==> src/rtl/rv32_hart_sched.sv <==
// rv32_hart_sched
// Round-robin hart scheduler for the barrel RV32 core. Each hart has an
// architectural PC and a state (OFF / READY / ISSUED). One (hart, pc) pair is
// offered to fetch through a valid/ready slot. A hart has at most one
// instruction in flight and becomes eligible again only when writeback
// returns its next PC.
//
// Ports:
//   clk, rst      - clock, asynchronous active-high reset
//   hart_en       - per-hart run enable from the CSR unit
//   issue_valid   - issue slot holds a valid (hart, pc)
//   issue_ready   - fetch accepts the slot this cycle
//   issue_hart    - hart id in the slot
//   issue_pc      - PC in the slot
//   wb_valid      - writeback returns a next PC
//   wb_hart       - hart the returned PC belongs to
//   wb_pc         - next PC for wb_hart
//   hart_busy     - per-hart ISSUED flag (includes a hart waiting in the slot)
//   sched_err     - sticky flag: writeback for a hart that was not ISSUED
module rv32_hart_sched #(
    parameter int                 NUM_HARTS = 8,
    parameter int                 XPR_LEN   = 32,
    parameter logic [XPR_LEN-1:0] RESET_PC  = '0
) (
    input  logic                         clk,
    input  logic                         rst,
    input  logic [NUM_HARTS-1:0]         hart_en,
    output logic                         issue_valid,
    input  logic                         issue_ready,
    output logic [$clog2(NUM_HARTS)-1:0] issue_hart,
    output logic [XPR_LEN-1:0]           issue_pc,
    input  logic                         wb_valid,
    input  logic [$clog2(NUM_HARTS)-1:0] wb_hart,
    input  logic [XPR_LEN-1:0]           wb_pc,
    output logic [NUM_HARTS-1:0]         hart_busy,
    output logic                         sched_err
);

    localparam int HW = $clog2(NUM_HARTS);

    typedef enum logic [1:0] {
        S_OFF    = 2'd0,
        S_READY  = 2'd1,
        S_ISSUED = 2'd2
    } hart_state_t;

    hart_state_t        state [NUM_HARTS];
    logic [XPR_LEN-1:0] pc    [NUM_HARTS];
    logic [HW-1:0]      rr_ptr;

    logic [HW-1:0]      cand;
    logic [HW-1:0]      win_hart;
    logic               win_found;
    logic               slot_free;
    logic               load;
    logic               wb_bad;

    // Round-robin search starting just after the last winner. NUM_HARTS is a
    // power of two, so the HW-bit add wraps modulo NUM_HARTS by itself; the
    // last candidate (i == NUM_HARTS) is rr_ptr itself.
    always_comb begin
        win_found = 1'b0;
        win_hart  = '0;
        cand      = '0;
        for (int i = 1; i <= NUM_HARTS; i++) begin
            cand = rr_ptr + HW'(i);
            if (!win_found && (state[cand] == S_READY)) begin
                win_found = 1'b1;
                win_hart  = cand;
            end
        end
    end

    assign slot_free = !issue_valid || issue_ready;
    assign load      = slot_free && win_found;
    // A writeback is only legal for a hart with an instruction in flight.
    assign wb_bad    = wb_valid && (state[wb_hart] != S_ISSUED);

    // Per-hart state machines, PC registers and the issue slot. Selection
    // looks at the current state only, so a hart whose writeback lands this
    // cycle cannot win until the following cycle.
    always_ff @(posedge clk or posedge rst) begin
        if (rst) begin
            for (int h = 0; h < NUM_HARTS; h++) begin
                state[h] <= S_OFF;
                pc[h]    <= RESET_PC;
            end
            rr_ptr      <= HW'(NUM_HARTS - 1);
            issue_valid <= 1'b0;
            issue_hart  <= '0;
            issue_pc    <= '0;
            hart_busy   <= '0;
            sched_err   <= 1'b0;
        end else begin
            for (int h = 0; h < NUM_HARTS; h++) begin
                case (state[h])
                    S_OFF: begin
                        if (hart_en[h]) begin
                            state[h] <= S_READY;
                        end
                    end
                    S_READY: begin
                        // Being loaded takes priority over a same-cycle
                        // disable: the selection already committed to it.
                        if (load && (win_hart == HW'(h))) begin
                            state[h]     <= S_ISSUED;
                            hart_busy[h] <= 1'b1;
                        end else if (!hart_en[h]) begin
                            state[h] <= S_OFF;
                        end
                    end
                    S_ISSUED: begin
                        // Disable never aborts an in-flight instruction; it
                        // only decides where the hart lands on writeback.
                        if (wb_valid && (wb_hart == HW'(h))) begin
                            pc[h]        <= wb_pc;
                            hart_busy[h] <= 1'b0;
                            state[h]     <= hart_en[h] ? S_READY : S_OFF;
                        end
                    end
                    default: begin
                        state[h]     <= S_OFF;
                        hart_busy[h] <= 1'b0;
                    end
                endcase
            end

            if (wb_bad) begin
                sched_err <= 1'b1;
            end

            // Slot holds its contents while valid and not accepted.
            if (slot_free) begin
                if (win_found) begin
                    issue_valid <= 1'b1;
                    issue_hart  <= win_hart;
                    issue_pc    <= pc[win_hart];
                    rr_ptr      <= win_hart;
                end else begin
                    issue_valid <= 1'b0;
                end
            end
        end
    end

endmodule

==> config.mk <==
export PLATFORM = sky130hd
export DESIGN_NAME = rv32_hart_sched
export DESIGN_NICKNAME = d
export VERILOG_FILES = /design/src/rtl/rv32_hart_sched.sv
export SDC_FILE = /design/constraint.sdc
export NUM_CORES = 1
export LEC_CHECK = 0
export BUFFER_PORTS_ARGS = -buffer_cell sky130_fd_sc_hd__buf_2
export CAP_MARGIN = 15
export CORE_ASPECT_RATIO = 0.5
export CORE_MARGIN = 2
export CORE_UTILIZATION = 60
export CTS_BUF_LIST = sky130_fd_sc_hd__clkbuf_8 sky130_fd_sc_hd__clkbuf_16
export DETAILED_ROUTE_END_ITERATION = 8
export PLACE_DENSITY = 0.79
export SYNTH_ARGS = -nofsm -noshare
export SYNTH_HDL_FRONTEND = slang
export SYNTH_SLANG_ARGS = --single-unit
==> constraint.sdc <==
create_clock -name clk -period 31.8 [get_ports clk]
set_input_delay 6.36 -clock clk [delete_from_list [all_inputs] [get_ports clk]]
set_output_delay 6.36 -clock clk [all_outputs]
set_load 0.02 [all_outputs]
After elaboration in Yosys (flattened, before gate mapping)
Cells that the tools add are included.
{"block": "totals", "mem_count": 0, "inputBits": 47, "out_inout_bits": 45, "latch_bits": 0, "regBits": 320, "mem_bits_rw": 0, "wordCells": 323, "romBits": 0}
{"block": "classes", "n_reduce_logical": 69, "n_mul": 0, "add_sub_neg": 7, "div": 0, "magnitude_cmp": 10, "shift": 0, "muxes": 119, "bitwise": 18, "n_eq_ne": 71}
{"operator": "two-way mux 2 bit", "n": 50}
{"operator": "binary-select mux 32 bit (select 3 bit)", "n": 1}
{"operator": "two-way mux 32 bit", "n": 2}
{"operator": "binary-select mux 2 bit (select 3 bit)", "n": 9}
{"operator": "inequality test 2 bit (second input constant)", "n": 25}
{"operator": "case mux 2 bit (3 select lines)", "n": 8}
{"operator": "AND reduction 3 bit", "n": 16}
{"operator": ">= comparator 4 bit (second input constant)", "n": 10}
{"operator": "NOT 3 -> 4 bit", "n": 10}
{"operator": "two-way mux 1 bit", "n": 33}
{"operator": "equality test 2 x 1 -> 1 bit (second input constant)", "n": 16}
{"operator": "logical AND 1 bit", "n": 25}
{"operator": "equality test 3 bit (second input constant)", "n": 8}
{"operator": "two-way mux 3 bit", "n": 8}
{"operator": "inequality test 3 bit (second input constant)", "n": 8}
{"operator": "case mux 1 bit (3 select lines)", "n": 8}
{"operator": "AND reduction 2 bit", "n": 9}
{"operator": "equality test 2 bit (second input constant)", "n": 8}
{"operator": "zero test 2 bit", "n": 8}
{"operator": "adder 3 bit (second input constant)", "n": 4}
{"operator": "equality test 3 x 2 -> 1 bit (second input constant)", "n": 4}
{"operator": "zero test 1 bit", "n": 8}
{"operator": "NOT 1 bit", "n": 8}
{"operator": "adder 3 x 2 -> 3 bit (second input constant)", "n": 2}
{"operator": "other kinds (4)", "n": 6}

Logic depth before layout (Yosys ltp)
{"block": "depth", "depth_word": 32, "mapped_depth": 17}

Worst setup path before layout
OpenSTA, ideal clock, no wires.
{"block": "synth_path", "path_kind": "input to register", "from": "in wb_hart[0]", "to": "reg pc[64] (netlist bit)", "path_buffers": 2, "required_ps": 31675, "t_arrival_ps": 8070, "stages": 6, "slack_ps": 23606, "cell_sequence": "clkbuf_1 -> nand2b_1 -> or2_2 -> nor2_1 -> clkbuf_1 -> mux2_2"}
{"block": "synth_between", "elab_chain_cells": 3}
{"element": "start: declaration", "line": "33", "text": "input logic [$clog2(NUM_HARTS)-1:0] wb_hart,"}
{"element": "equality test 3 bit", "line": "115", "text": "if (wb_valid && (wb_hart == HW'(h))) begin"}
{"element": "logical AND 1 bit", "line": "115"}
{"element": "AND reduction 2 bit (no line)"}
{"element": "end signal: indexed assignment", "line": "116", "text": "pc[h] <= wb_pc;"}
{"element": "end: declaration", "line": "48", "text": "logic [XPR_LEN-1:0] pc [NUM_HARTS];"}
No other way between the ends.
A chain may end at the register's enable or synchronous reset.

Final worst setup path
{"block": "layout_path", "from": "in issue_ready", "to": "reg issue_pc[19]"}
{"block": "layout_between", "elab_chain_cells": 2}
{"element": "start: declaration", "line": "29", "text": "input logic issue_ready,"}
{"element": "logical OR 1 bit", "line": "74", "text": "assign slot_free = !issue_valid || issue_ready;"}
{"element": "AND reduction 2 bit (no line)"}
{"element": "end signal: assignment", "line": "137", "text": "issue_pc <= pc[win_hart];"}
{"element": "end: declaration", "line": "31", "text": "output logic [XPR_LEN-1:0] issue_pc,"}
No other way between the ends.

==> impl_results.md <==
- Worst path max stage delay: 0.58 ns
- Dominant combinational cell family by area after synthesis: multiplexers
- Endpoint type of the worst setup path: flip-flop
- Final hold violation count: 0
- Clk_skew: 0.0250 ns
- Critical-path cell with the highest stage delay: sky130_fd_sc_hd__nand2_1
- Number of max-slew violations in the final report: 0
- Clock H-tree levels: 1
- Die Wd: 226 um
- Synthesized area: 0.0148 mm2
- Core Region: 0.0241 mm2
- Number of buffers between clock root and the deepest sink: 3
- Clock tree from TritonCTS: built
- Critical path buffer and inverter count: 3
- Number of post-CTS setup repair buffers: 0
- DR iter-0 viols: 903
- CTS sink count: 320
- Distinct cell type count after synthesis: 62
- Worst Path Class, Setup: in -> reg
- Post-layout min period: 8.57 ns
- Main synth FF type: sky130_fd_sc_hd__dfrtp_1
- CTS clk-pin slew, worst paths: 0.07 ns
- IO Pins: 92
- Worst-Skew Late Latency: 0.57 ns
- Number of cells traversed by the worst register-to-register path: 13
- Via count of the first global-routing pass: 10200
- Die outline height: 115 um
- Synth Warn #: 0
- Initial antenna violation count: 1
- Slew at the pin closest to its max-slew limit: 1.14 ns
- RSZ-0062 raised after global routing: no
- Most used cell along the critical path: sky130_fd_sc_hd__buf_4
- Mux contribution to synthesized area: 27.5%
- Seq/Total Area, Yosys: 54.0%
- Summed negative setup slack over all endpoints: 0 ns
- Data required, critical path: 32.24 ns
- Status: completed
- Kind of start point of the critical path: primary input
- Half-perimeter wire length after placement: 19800 um
- Count of unresolved DRC violations after routing: 0
- Routability congestion estimate from global placement: 0.900
- Vias per cell: 6.18
- Cell breakdown of the critical path: buf_2 > nor2b_1 > a31o_2 > buf_4 > a21oi_1 > nand2_1 > buf_4 > o22ai_1 > or3_1
- Syn nets: 1244
- Timing-limited maximum frequency: 117 MHz
- Synth Area in XOR/XNOR: 0.177%
- Final cycle utilization of the critical path: 26.9%
- Flops & latches, synth: 320
- Final setup violation count: 0
- Resize count post-CTS: 0
- Critical path depth: 9
- Hold Path Stages: 2
- # rows: 40
- Max capacitance violation total: 0
- CTS buffer count: 28
- Relative max-transition margin: 23.9%
- PortBufs: 91
- Simple-gate share of the synthesized area: 8.27%
- Worst EP arrival: 9.01 ns
- GRT overflow: 0
- Post-Synth Adder-Cell Area: 0.169%
- Final WL: 35100 um
- Number of fill cells: 1720
- Critical-path maximum fanout: 37
- Number of iterations in the first detailed-routing pass: 5
- Number of vias in the routed layout: 9987
- Type of the tightest min-delay check: reg -> reg
- Net count, final: 1306
- Number of synthesized flops with an enable pin: 0
- Effective utilization at floorplan: 61.5%
- Number of instances in the synthesized netlist: 1195
- Antenna-violating nets left: 0
- Average wire length per cell after detail routing: 21.7 um
- Clock root buffer master: sky130_fd_sc_hd__clkbuf_16
- Cts-stage hold buffer count: 0
- Area enclosed by the die boundary: 0.0261 mm2
- GRT Total Usage: 27.5%
- Complex-gate fraction of the synthesized area: 7.34%
- Layout cells sized above 1: 34.7%
- Ys async rst share: 100%
- Maximum number of pins on one net before global-route repair: 198
- Syn Area/Cell: 12.4 um2
- Worst path top cell family by delay: simple AND/OR/NAND/NOR gates
- First-pass GRT wire length: 55800 um
- Layout overhead on the synthesized area: 11.6%
==> per-layer routing <==
| layer | vias to the layer above | GRT usage [%] | share of wire, % |
|---|---|---|---|
| met4 | 0 | 7.50 | 2.0 |
| met3 | 57 | 5.09 | 6.2 |
| li1 | 4430 | - | - |
| met1 | 5182 | 38.9 | 45 |
| met5 | - | 0 | 0 |
| met2 | 318 | 44.3 | 47 |
==> layout by cell type, fill, tap and decap left out, types with 20 or more instances in the layout <==
cell | synthesis | final
sky130_fd_sc_hd__mux2_2 | 259 | 259
sky130_fd_sc_hd__mux2i_1 | 99 | 99
sky130_fd_sc_hd__o22ai_1 | 40 | 40
sky130_fd_sc_hd__a21oi_1 | 44 | 43
sky130_fd_sc_hd__clkbuf_16 | 0 | 28
sky130_fd_sc_hd__nand2_1 | 116 | 116
sky130_fd_sc_hd__dfrtp_1 | 317 | 317
sky130_fd_sc_hd__buf_2 | 23 | 91
sky130_fd_sc_hd__o21ai_0 | 41 | 41
sky130_fd_sc_hd__nand2b_1 | 21 | 20
sky130_fd_sc_hd__or3_1 | 33 | 33
==> final timing paths <==
kind,start,end,slack (ns)
max in group asynchronous,rst,pc[218],24.34
setup reg to reg,rr_ptr[0],issue_pc[8],25.94
hold reg to reg,hart_busy[5],hart_busy[5],0.49
hold / removal,hart_busy[5],hart_busy[5],0.49
setup / recovery,issue_ready,issue_pc[19],23.23
min in group asynchronous,rst,hart_busy[7],5.98
==> logic make-up (layout without fill, tap and decap cells) <==
group                      Yosys count  after routing
buffers and inverters               80            164
AOI/OAI and AO/OA                  181            181
xor gates and xnor gates             3              3
muxes                              366            366
other                                0              2
adders and majority gates            2              2
and+or+nand+nor                    243            243
DFF                                320            320
==> sequential cells by signal, summed over array words and instances, names as in the netlist <==
name	flops
pc	256
issue_pc	32
state	16
hart_busy	8
issue_hart	3
rr_ptr	3
issue_valid	1
sched_err	1
==> layout make-up <==
type | instances | area, um2 | share of cell area [%]
Sequential cell | 320 | 8010 | 48.4
Multi-Input combinational cell | 795 | 6500 | 39.3
Clock buffer | 31 | 742 | 4.48
Timing Repair Buffer | 105 | 573 | 3.46
Tap cell | 336 | 420 | 2.54
Clock inverter | 21 | 269 | 1.62
Inverter | 7 | 33.8 | 0.204
Antenna cell | 2 | 5.00 | 0.0302
==> cells in the mapped netlist (14+ instances only) <==
cell type | number | area (um2)
sky130_fd_sc_hd__o21ai_0 | 41 | 205
sky130_fd_sc_hd__a21oi_1 | 44 | 220
sky130_fd_sc_hd__o21ai_1 | 14 | 70.1
sky130_fd_sc_hd__nor2_1 | 22 | 82.6
sky130_fd_sc_hd__dfrtp_1 | 317 | 7930
sky130_fd_sc_hd__nand2_1 | 116 | 435
sky130_fd_sc_hd__mux2_2 | 259 | 2920
sky130_fd_sc_hd__clkbuf_1 | 25 | 93.8
sky130_fd_sc_hd__buf_1 | 14 | 52.6
sky130_fd_sc_hd__or3_1 | 33 | 206
sky130_fd_sc_hd__mux2i_1 | 99 | 991
sky130_fd_sc_hd__o22ai_1 | 40 | 250
sky130_fd_sc_hd__nand2b_1 | 21 | 131
sky130_fd_sc_hd__buf_2 | 23 | 115
==> per-stage QoR <==
| step | util [%] | instances | hold WS (ns) | cell area [um2] | setup WS [ns] |
|---|---|---|---|---|---|
| floorplan | - | 1195 | 0.479 | 14800 | 16.59 |
| global placement | 64.4 | 1563 | 0.469 | 15500 | 22.83 |
| detailed placement | 64.4 | 1563 | 0.487 | 15500 | 22.69 |
| CTS | 68.6 | 1615 | 0.502 | 16600 | 23.26 |
| global route | 68.6 | 1616 | 0.510 | 16600 | 23.09 |
| finish | 68.6 | 1617 | 0.494 | 16600 | 23.23 |
==> tightest hold or removal path, delay by kind of cell (launching register included) <==
family	cells	cell delay, ns
and+or+nand+nor	1	0.05
AOI/OAI and AO/OA	1	0.06
DFF	1	0.35
Power is left out: the tool's default activity adds up to more than one toggle a clock period on the data nets, which glitch-free logic cannot reach.
